File: src/rtl/serial_word_rx.sv
// Serial-to-parallel word receiver.
// Collects WIDTH bits MSB-first from a qualified serial stream and hands each
// completed word to a double-buffered holding register with a valid/ack
// handshake. Words completed while the holding register is still full are
// dropped and flagged on the sticky Overrun output.
module serial_word_rx #(
    parameter int WIDTH = 4
) (
    input  logic                         Clk,
    input  logic                         ResetB,
    input  logic                         SerIn,
    input  logic                         SerValid,
    input  logic                         Flush,
    output logic [WIDTH-1:0]             Dout,
    output logic                         DoutValid,
    input  logic                         DoutAck,
    output logic                         Overrun,
    input  logic                         ClrOvr,
    output logic [$clog2(WIDTH+1)-1:0]   BitCnt
);

    localparam int CW = $clog2(WIDTH + 1);

    typedef enum logic {
        IDLE,
        RECV
    } state_t;

    state_t           state;
    state_t           state_n;
    logic [WIDTH-1:0] sr;
    logic [WIDTH-1:0] sr_n;
    logic [WIDTH-1:0] word;
    logic [WIDTH-1:0] dout_n;
    logic             valid_n;
    logic             ovr_n;
    logic [CW-1:0]    cnt_n;
    logic             complete;

    // Next-state: bit collection, word completion, holding-register handshake
    // and overrun tracking.
    always_comb begin
        state_n  = state;
        sr_n     = sr;
        cnt_n    = BitCnt;
        dout_n   = Dout;
        valid_n  = DoutValid;
        ovr_n    = Overrun;
        complete = 1'b0;
        word     = {sr[WIDTH-2:0], SerIn};

        // Flush discards the partial word and outranks sampling.
        if (Flush) begin
            state_n = IDLE;
            cnt_n   = '0;
        end else if (SerValid) begin
            sr_n = word;
            if (state == IDLE) begin
                state_n = RECV;
                cnt_n   = CW'(1);
            end else if (BitCnt == CW'(WIDTH - 1)) begin
                complete = 1'b1;
                state_n  = IDLE;
                cnt_n    = '0;
            end else begin
                cnt_n = BitCnt + CW'(1);
            end
        end

        // Clear first so that a drop on the same edge leaves Overrun set.
        if (ClrOvr) begin
            ovr_n = 1'b0;
        end

        if (complete) begin
            if (!DoutValid || DoutAck) begin
                dout_n  = word;
                valid_n = 1'b1;
            end else begin
                ovr_n = 1'b1;
            end
        end else if (DoutAck && DoutValid) begin
            valid_n = 1'b0;
        end
    end

    // State and output registers with synchronous active-low reset.
    always_ff @(posedge Clk) begin
        if (!ResetB) begin
            state     <= IDLE;
            sr        <= '0;
            BitCnt    <= '0;
            Dout      <= '0;
            DoutValid <= 1'b0;
            Overrun   <= 1'b0;
        end else begin
            state     <= state_n;
            sr        <= sr_n;
            BitCnt    <= cnt_n;
            Dout      <= dout_n;
            DoutValid <= valid_n;
            Overrun   <= ovr_n;
        end
    end

endmodule

File: config.mk
export PLATFORM = sky130hd
export DESIGN_NAME = serial_word_rx
export DESIGN_NICKNAME = d
export VERILOG_FILES = /design/src/rtl/serial_word_rx.sv
export SDC_FILE = /design/constraint.sdc
export NUM_CORES = 1
export LEC_CHECK = 0
export CORE_AREA = 2 2 39 41
export CTS_CLUSTER_DIAMETER = 150
export CTS_CLUSTER_SIZE = 8
export DETAILED_ROUTE_END_ITERATION = 10
export DIE_AREA = 0 0 41 43
export GPL_TIMING_DRIVEN = 0
export MAX_ROUTING_LAYER = met4
export PLACE_DENSITY_LB_ADDON = 0.12
export SYNTH_ARGS = -nofsm -noshare
export SYNTH_HDL_FRONTEND = slang
export SYNTH_SLANG_ARGS = --single-unit
File: constraint.sdc
create_clock -name Clk -period 1.5 [get_ports Clk]
set_input_delay 0.3 -clock Clk [delete_from_list [all_inputs] [get_ports Clk]]
set_output_delay 0.3 -clock Clk [all_outputs]
set_load 0.03 [all_outputs]
==> results of run 1 <==
-- kinds of logic after synthesis --
logic type | after synthesis | synth area share [%]
simple gates | 27 | 27.5
compound gates | 11 | 13.4
fa+ha+maj | 1 | 2.27
mux | 4 | 7.27
buf+inv | 3 | 2.27
flops | 13 | 47.3
-- through the flow --
| step | area [µm²] | setup WS (ps) | hold slack, ps | utilization (%) |
|---|---|---|---|---|
| finish | 742 | 120 | 316 | 53.6 |
| detailed placement | 712 | -123 | 451 | 51.4 |
| global placement | 712 | -116 | 444 | 51.4 |
| CTS | 727 | 78.5 | 303 | 52.5 |
| global route | 742 | -4.57 | 324 | 53.6 |
| floorplan | 552 | 8.87 | 411 | - |
-- area by class of cell --
type | count | share of cell area [%]
Multi-Input combinational cell | 43 | 37.4
Buffer | 2 | 1.18
Tap cell | 16 | 2.70
Timing Repair Buffer | 16 | 19.4
Sequential cell | 13 | 35.2
Inverter | 1 | 0.506
Clock buffer | 4 | 3.54
-- power groups by stage --
stage               logic (µW)  clock network (µW)  registers [µW]
floorplan                 23.2                   0             364
global placement          48.4                   0             362
detailed placement        49.0                   0             362
CTS                       48.3                 229             353
global route              52.2                 242             354
finish                    47.8                 216             353
-- per-layer routing --
layer | share of wire [%] | wire length [µm]
met4 | 2.9 | 29
met1 | 48 | 486
met5 | 0 | 0
met3 | 4.9 | 49
met2 | 44 | 442
-- repair_timing --
| item | CTS | global route |
|---|---|---|
| setup endpoints to repair | 9 | 2 |
| pin swaps | 0 | 0 |
| hold buffers | 0 | 0 |
| resized for setup | 9 | 0 |
| buffers inserted | 0 | 2 |
| endpoints found under the hold margin | 0 | 0 |
-- cell usage after synthesis (all sizes together) --
| cell | instances | area share (%) |
|---|---|---|
| nand2 | 15 | 10 |
| dfxtp | 13 | 47 |
| mux2i | 4 | 7.3 |
| a21boi | 3 | 4.1 |
| nand2b | 3 | 3.9 |
| a211oi | 2 | 2.7 |
| a21oi | 2 | 1.8 |
| nor2b | 2 | 2.3 |
| a21o | 1 | 1.4 |
| a31oi | 1 | 1.1 |
| and2b | 1 | 1.4 |
| and3b | 1 | 2.3 |
| buf | 1 | 0.91 |
| clkbuf | 1 | 0.68 |
| ha | 1 | 2.3 |
| inv | 1 | 0.68 |
| nand3 | 1 | 0.91 |
| nand4 | 1 | 1.1 |
| nor2 | 1 | 0.68 |
| nor3b | 1 | 3.4 |
| o21ai | 1 | 0.91 |
| o21bai | 1 | 1.4 |
| or2b | 1 | 1.4 |
-- worst paths after layout --
path	start	end	slack (ps)	cells after the start
hold reg to reg	Dout[2]$_SDFFE_PN0P_	Dout[2]$_SDFFE_PN0P_	460	2
setup / recovery	BitCnt[1]$_SDFFE_PP0P_	Dout[3]$_SDFFE_PN0P_	120	5
setup reg to reg	BitCnt[1]$_SDFFE_PP0P_	Dout[3]$_SDFFE_PN0P_	120	5
hold / removal	SerValid	BitCnt[0]$_SDFFE_PP0P_	320	2
-- worst reg2reg max path, stage by stage (launching register included) --
cell and delay (ps):
sky130_fd_sc_hd__dfxtp_1 360, sky130_fd_sc_hd__ha_1 190, sky130_fd_sc_hd__and3b_4 220, sky130_fd_sc_hd__nor3b_4 210
sky130_fd_sc_hd__buf_4 170, sky130_fd_sc_hd__mux2i_1 170
-- registers in the layout, summed over array words and instances (netlist names) --
register   flops
Dout           4
BitCnt         3
sr             3
DoutValid      1
Overrun        1
state          1
==> qor.log, run 1 <==
[status] run status complete, no violations
[power] clock power share 35.0%
[finish] Final Net Count 88
[die] height of the chip 43 µm
[global_routing] global-route met1 utilization 18.9%
[timing] TNS Setup 0 ps
[logic_synthesis] syn_nets 67
[routing] average routed wire per standard cell 10.6 µm
[critical_path] endpoint class of the critical path register
[global_routing] GR Util All Layers 15.5%
[logic_synthesis] average cell area after synthesis 9.33 µm²
[finish] layout filler cell count 137
[critical_path] nature of the critical path startpoint register
[power] Pwr Total 617 µW
[routing] final routed DRC violation total 0
[finish] area taken by flip-flops and latches 262 µm²
[clock_tree] # H-tree levels 1
[global_routing] Global Route met3 Usage 4.71%
[clock_tree] clock input transition at the sequential cells of the worst setup and hold paths 80 ps
[routing] post-detailed-route via-to-cell ratio 4.83
[power] static leakage power 0.000310 µW
[clock_tree] master cell of the clock root buffer sky130_fd_sc_hd__clkbuf_4
[placement] final weighted congestion of routability-driven global placement 0.728
[job] max cap viols 0
[die] core outline area 1380 µm²
[finish] most common cell after layout, fill and taps aside sky130_fd_sc_hd__nand2_1
[power] register share of total power 57.3%
[clock_tree] total clock buffers created by CTS 3
[routing] sum of routed wire length over all layers 1010 µm
[finish] most frequent cells in the layout sky130_fd_sc_hd__nand2_1, sky130_fd_sc_hd__dfxtp_1, sky130_fd_sc_hd__dlygate4sd2_1, sky130_fd_sc_hd__clkdlybuf4s50_1, sky130_fd_sc_hd__mux2i_1
[logic_synthesis] summed instance area of the synthesized netlist 551 µm²
[clock_tree] CTS tree built
[timing] minimum clock period 1380 ps
[power] switching power total 140 µW
[power] internal power 477 µW
[global_routing] total overflow reported by the global router 0
[global_routing] vias in the first global route 440
[power] combinational group share of total power 7.8%
[global_routing] busiest metal layer after global routing met2
[logic_synthesis] synthesized flop and latch total 13
[timing] headroom to the max-slew limit 74.8%
[global_routing] met2 demand-to-capacity share in global routing 20.3%
[placement] placed cells 89
[critical_path] signal arrival time at the worst endpoint 1590 ps
[die] row count 14
[logic_synthesis] count of distinct cell types in the synthesized netlist 24
[routing] Post-DRT Antenna Nets 0
[logic_synthesis] gate count of the mapped netlist 59
[routing] via count of the routed design 459
[finish] area growth from synthesis to layout 34.8%
[placement] dpl hpwl 737 µm
[routing] Detailed Routing Iterations Pass 1 4
[routing] number of violations reported at the end of detailed-routing iteration 0 6
[logic_synthesis] register area share after synthesis 47.3%
[global_routing] pin count of the biggest net entering global routing 11
[global_routing] global-route wire length before repair 1750 µm
[timing] upper clock frequency limit 725 MHz
[clock_tree] worst skew pair latency 270 ps
[clock_tree] number of sinks driven by the clock tree 13
[timing] worst setup skew after layout 0.437 ps
[placement] Port Buffers 14
[critical_path] largest driver fanout on the critical path 4
[critical_path] startpoint-to-endpoint class of the critical path register to register
[critical_path] Critical-path top delay cell sky130_fd_sc_hd__dfxtp_1
[critical_path] Crit path max-delay family simple AND/OR/NAND/NOR gates
[die] area of the die 1760 µm²
[finish] diode insertion count for antenna repair 0
[die] number of top-level design ports 16
[timing] final number of setup-violating endpoints 0
[finish] Cell Count, Final, Fillers Out 95
[critical_path] required time at the endpoint of the critical path 1710 ps
[timing] count of endpoints failing hold in the final timing report 0
[logic_synthesis] warnings from Yosys 0
[hold_path] class of the tightest hold or removal check input pin to register
[die] width of the chip 41 µm
[timing] slew at the pin closest to its max-slew limit 378 ps
[power] sw frac 22.7%
[die] initial standard-cell utilization of the core 39.8%
[finish] fraction of final layout cells with drive strength greater than 1 12.7%
[timing] Slew Viols, Final 0
[finish] area taken by multi-input logic gates 278 µm²
[power] P per Cell Area 831 nW/µm²
[clock_tree] worst-case clock buffer depth 2
[global_routing] number of antenna violations at the first check in global routing 0
[critical_path] CP Cell Sequence ha_1 > and3b_4 > nor3b_4 > buf_4 > mux2i_1
[timing] share of the cycle needed by the critical path after routing 92.0%
[critical_path] CP peak stage delay 360 ps
[critical_path] worst path buffer plus inverter count 1
[power] worst vdd rail ir drop 366 µV
No activity file was read; power rests on OpenSTA's default activity.
==> run 2: changes to the inputs <==
==> constraint.sdc (replaced) <==
create_clock -name Clk -period 1.7 [get_ports Clk]
set_input_delay 0.34 -clock Clk [delete_from_list [all_inputs] [get_ports Clk]]
set_output_delay 0.34 -clock Clk [all_outputs]
set_load 0.01 [all_outputs]
==> run 2 against run 1 <==
  * Via count fell by 2.8%
  * Die area did not move
  * Largest power group unchanged
  * Clock skew up 3.1 ps
==> qor.log, run 2 (synthesis gave the netlist of run 1 again) <==
[status] run status complete, no violations
[critical_path] RR Endpoint Dout[2]$_SDFFE_PN0P_
[clock_tree] Resize count post-CTS 0
[finish] largest registers in the final layout Dout x4, BitCnt x3, sr x3
[hold_path] class of the tightest hold or removal check input pin to register
[clock_tree] total clock buffers created by CTS 3
[clock_tree] number of sinks driven by the clock tree 13
[clock_tree] clock input transition at the sequential cells of the worst setup and hold paths 80 ps
[timing] share of the cycle needed by the critical path after routing 90.8%
[routing] number of violations reported at the end of detailed-routing iteration 0 8
[finish] Final Net Count 86
[critical_path] Worst path depth 1
[critical_path] signal arrival time at the worst endpoint 1200 ps
[placement] Port Buffers 14
[power] P per Cell Area 738 nW/µm²
[critical_path] required time at the endpoint of the critical path 1360 ps
[clock_tree] master cell of the clock root buffer sky130_fd_sc_hd__clkbuf_4
[critical_path] CP Cell Sequence clkdlybuf4s50_1
[power] worst vdd rail ir drop 396 µV
[critical_path] nature of the critical path startpoint register
[clock_tree] worst-case clock buffer depth 2
[die] number of top-level design ports 16
[critical_path] internal reg-to-reg setup slack 240 ps
[timing] Slew Viols, Final 0
[timing] RSZ-0062 raised after global routing false
[finish] Largest register FFs 4
[timing] TNS Setup 0 ps
[clock_tree] post-CTS setup-driven buffer insertion count 0
[global_routing] global-route wire length before repair 1580 µm
[global_routing] vias in the first global route 380
[die] height of the chip 43 µm
[critical_path] worst path buffer plus inverter count 1
[timing] worst setup skew after layout 3.58 ps
[routing] post-detailed-route via-to-cell ratio 4.80
[global_routing] GR Util All Layers 13.4%
[placement] dpl hpwl 745 µm
[timing] slew at the pin closest to its max-slew limit 389 ps
[critical_path] endpoint class of the critical path primary output
[die] width of the chip 41 µm
[global_routing] number of antenna violations at the first check in global routing 0
[finish] fraction of final layout cells with drive strength greater than 1 9.09%
[power] static leakage power 0.000255 µW
[global_routing] total overflow reported by the global router 0
[critical_path] worst reg2reg startpoint BitCnt[0]$_SDFFE_PP0P_
[routing] sum of routed wire length over all layers 988 µm
[clock_tree] # H-tree levels 1
[critical_path] largest driver fanout on the critical path 4
[timing] upper clock frequency limit 648 MHz
[routing] final routed DRC violation total 0
[routing] Post-DRT Antenna Nets 0
[die] core outline area 1380 µm²
[die] row count 14
[die] initial standard-cell utilization of the core 39.8%
[finish] final cell utilization of the core 53.3%
[clock_tree] worst skew pair latency 270 ps
[clock_tree] count of hold-fix buffers inserted at cts 0
[finish] register bank with the most flops Dout
[hold_path] worst hold path startpoint SerValid
[critical_path] Critical-path top delay cell sky130_fd_sc_hd__clkdlybuf4s50_1
[clock_tree] CTS tree built
[critical_path] startpoint-to-endpoint class of the critical path register to primary output
[critical_path] Crit path max-delay family buffers and inverters
[placement] final weighted congestion of routability-driven global placement 0.728
[global_routing] pin count of the biggest net entering global routing 11
[hold_path] hold path cells 2
[die] area of the die 1760 µm²
[finish] diode insertion count for antenna repair 0
[job] max cap viols 0
[timing] final number of setup-violating endpoints 0
[routing] average routed wire per standard cell 10.6 µm
[timing] count of endpoints failing hold in the final timing report 0
[finish] area growth from synthesis to layout 33.9%
[routing] via count of the routed design 446
[finish] most common cell after layout, fill and taps aside sky130_fd_sc_hd__nand2_1
[timing] headroom to the max-slew limit 74.1%
[critical_path] Reg2Reg Depth 4
[routing] Detailed Routing Iterations Pass 1 4
[critical_path] CP peak stage delay 550 ps
[finish] most frequent cells in the layout sky130_fd_sc_hd__nand2_1, sky130_fd_sc_hd__clkdlybuf4s50_1, sky130_fd_sc_hd__dfxtp_1, sky130_fd_sc_hd__mux2i_1
[timing] minimum clock period 1540 ps
[hold_path] end point of the most critical hold path BitCnt[2]$_SDFFE_PP0P_
[run 2: cell count changes in the layout (fill, tap and decap cells not counted)]
| cell | change |
|---|---|
| sky130_fd_sc_hd__buf_4 | -2 |
| sky130_fd_sc_hd__clkdlybuf4s50_1 | +9 |
| sky130_fd_sc_hd__dfxtp_1 | +1 |
| sky130_fd_sc_hd__dfxtp_2 | -1 |
| sky130_fd_sc_hd__dlygate4sd2_1 | -9 |
[run 2: worst max-delay path by stage]
stage / slack (ps) / startpoint / endpoint
floorplan: 360 / BitCnt[0]$_SDFFE_PP0P_ / Dout[0]$_SDFFE_PN0P_
global placement: 40 / Flush / Dout[0]$_SDFFE_PN0P_
detailed placement: 20 / Flush / Dout[2]$_SDFFE_PN0P_
CTS: 150 / BitCnt[0]$_SDFFE_PP0P_ / BitCnt[0]
global route: 90 / BitCnt[0]$_SDFFE_PP0P_ / BitCnt[0]
finish: 160 / BitCnt[0]$_SDFFE_PP0P_ / BitCnt[0]
[run 2: area by class of cell]
cell class	count	area [µm²]
Fill cell	146	647
Inverter	1	3.75
Multi-Input combinational cell	43	278
Clock buffer	4	26.3
Tap cell	16	20.0
Timing Repair Buffer	14	140
Sequential cell	13	260
Buffer	2	8.76
[run 2: metrics by stage]
stage                     hold WS [ps]  instances  instance area [µm²]  worst slack [ps]  power, µW
final                              365         93                  737               157        544
after global routing               379         93                  737              85.3        567
after CTS                          361         93                  737               146        551
after detailed placement           448         89                  711              23.2        360
after global placement             444         89                  711              44.5        360
after floorplan                    438         59                  551               361        339
[run 2: where the power goes]
| part | total [µW] | switching (µW) | internal [µW] |
|---|---|---|---|
| combinational | 41.1 | 19.0 | 22.1 |
| clock | 191 | 101 | 90.6 |
| sequential | 312 | 3.52 | 308 |
| total | 544 | 123 | 421 |
[run 2: per-layer routing]
metal	part of all wire (%)	GRT usage [%]	wire [µm]	vias to the layer above
met1	50	19.3	497	200
met4	0	6.00	0	0
li1	-	-	-	236
met2	45	17.5	449	10
met3	4.1	3.14	41	0
met5	0	-	0	-
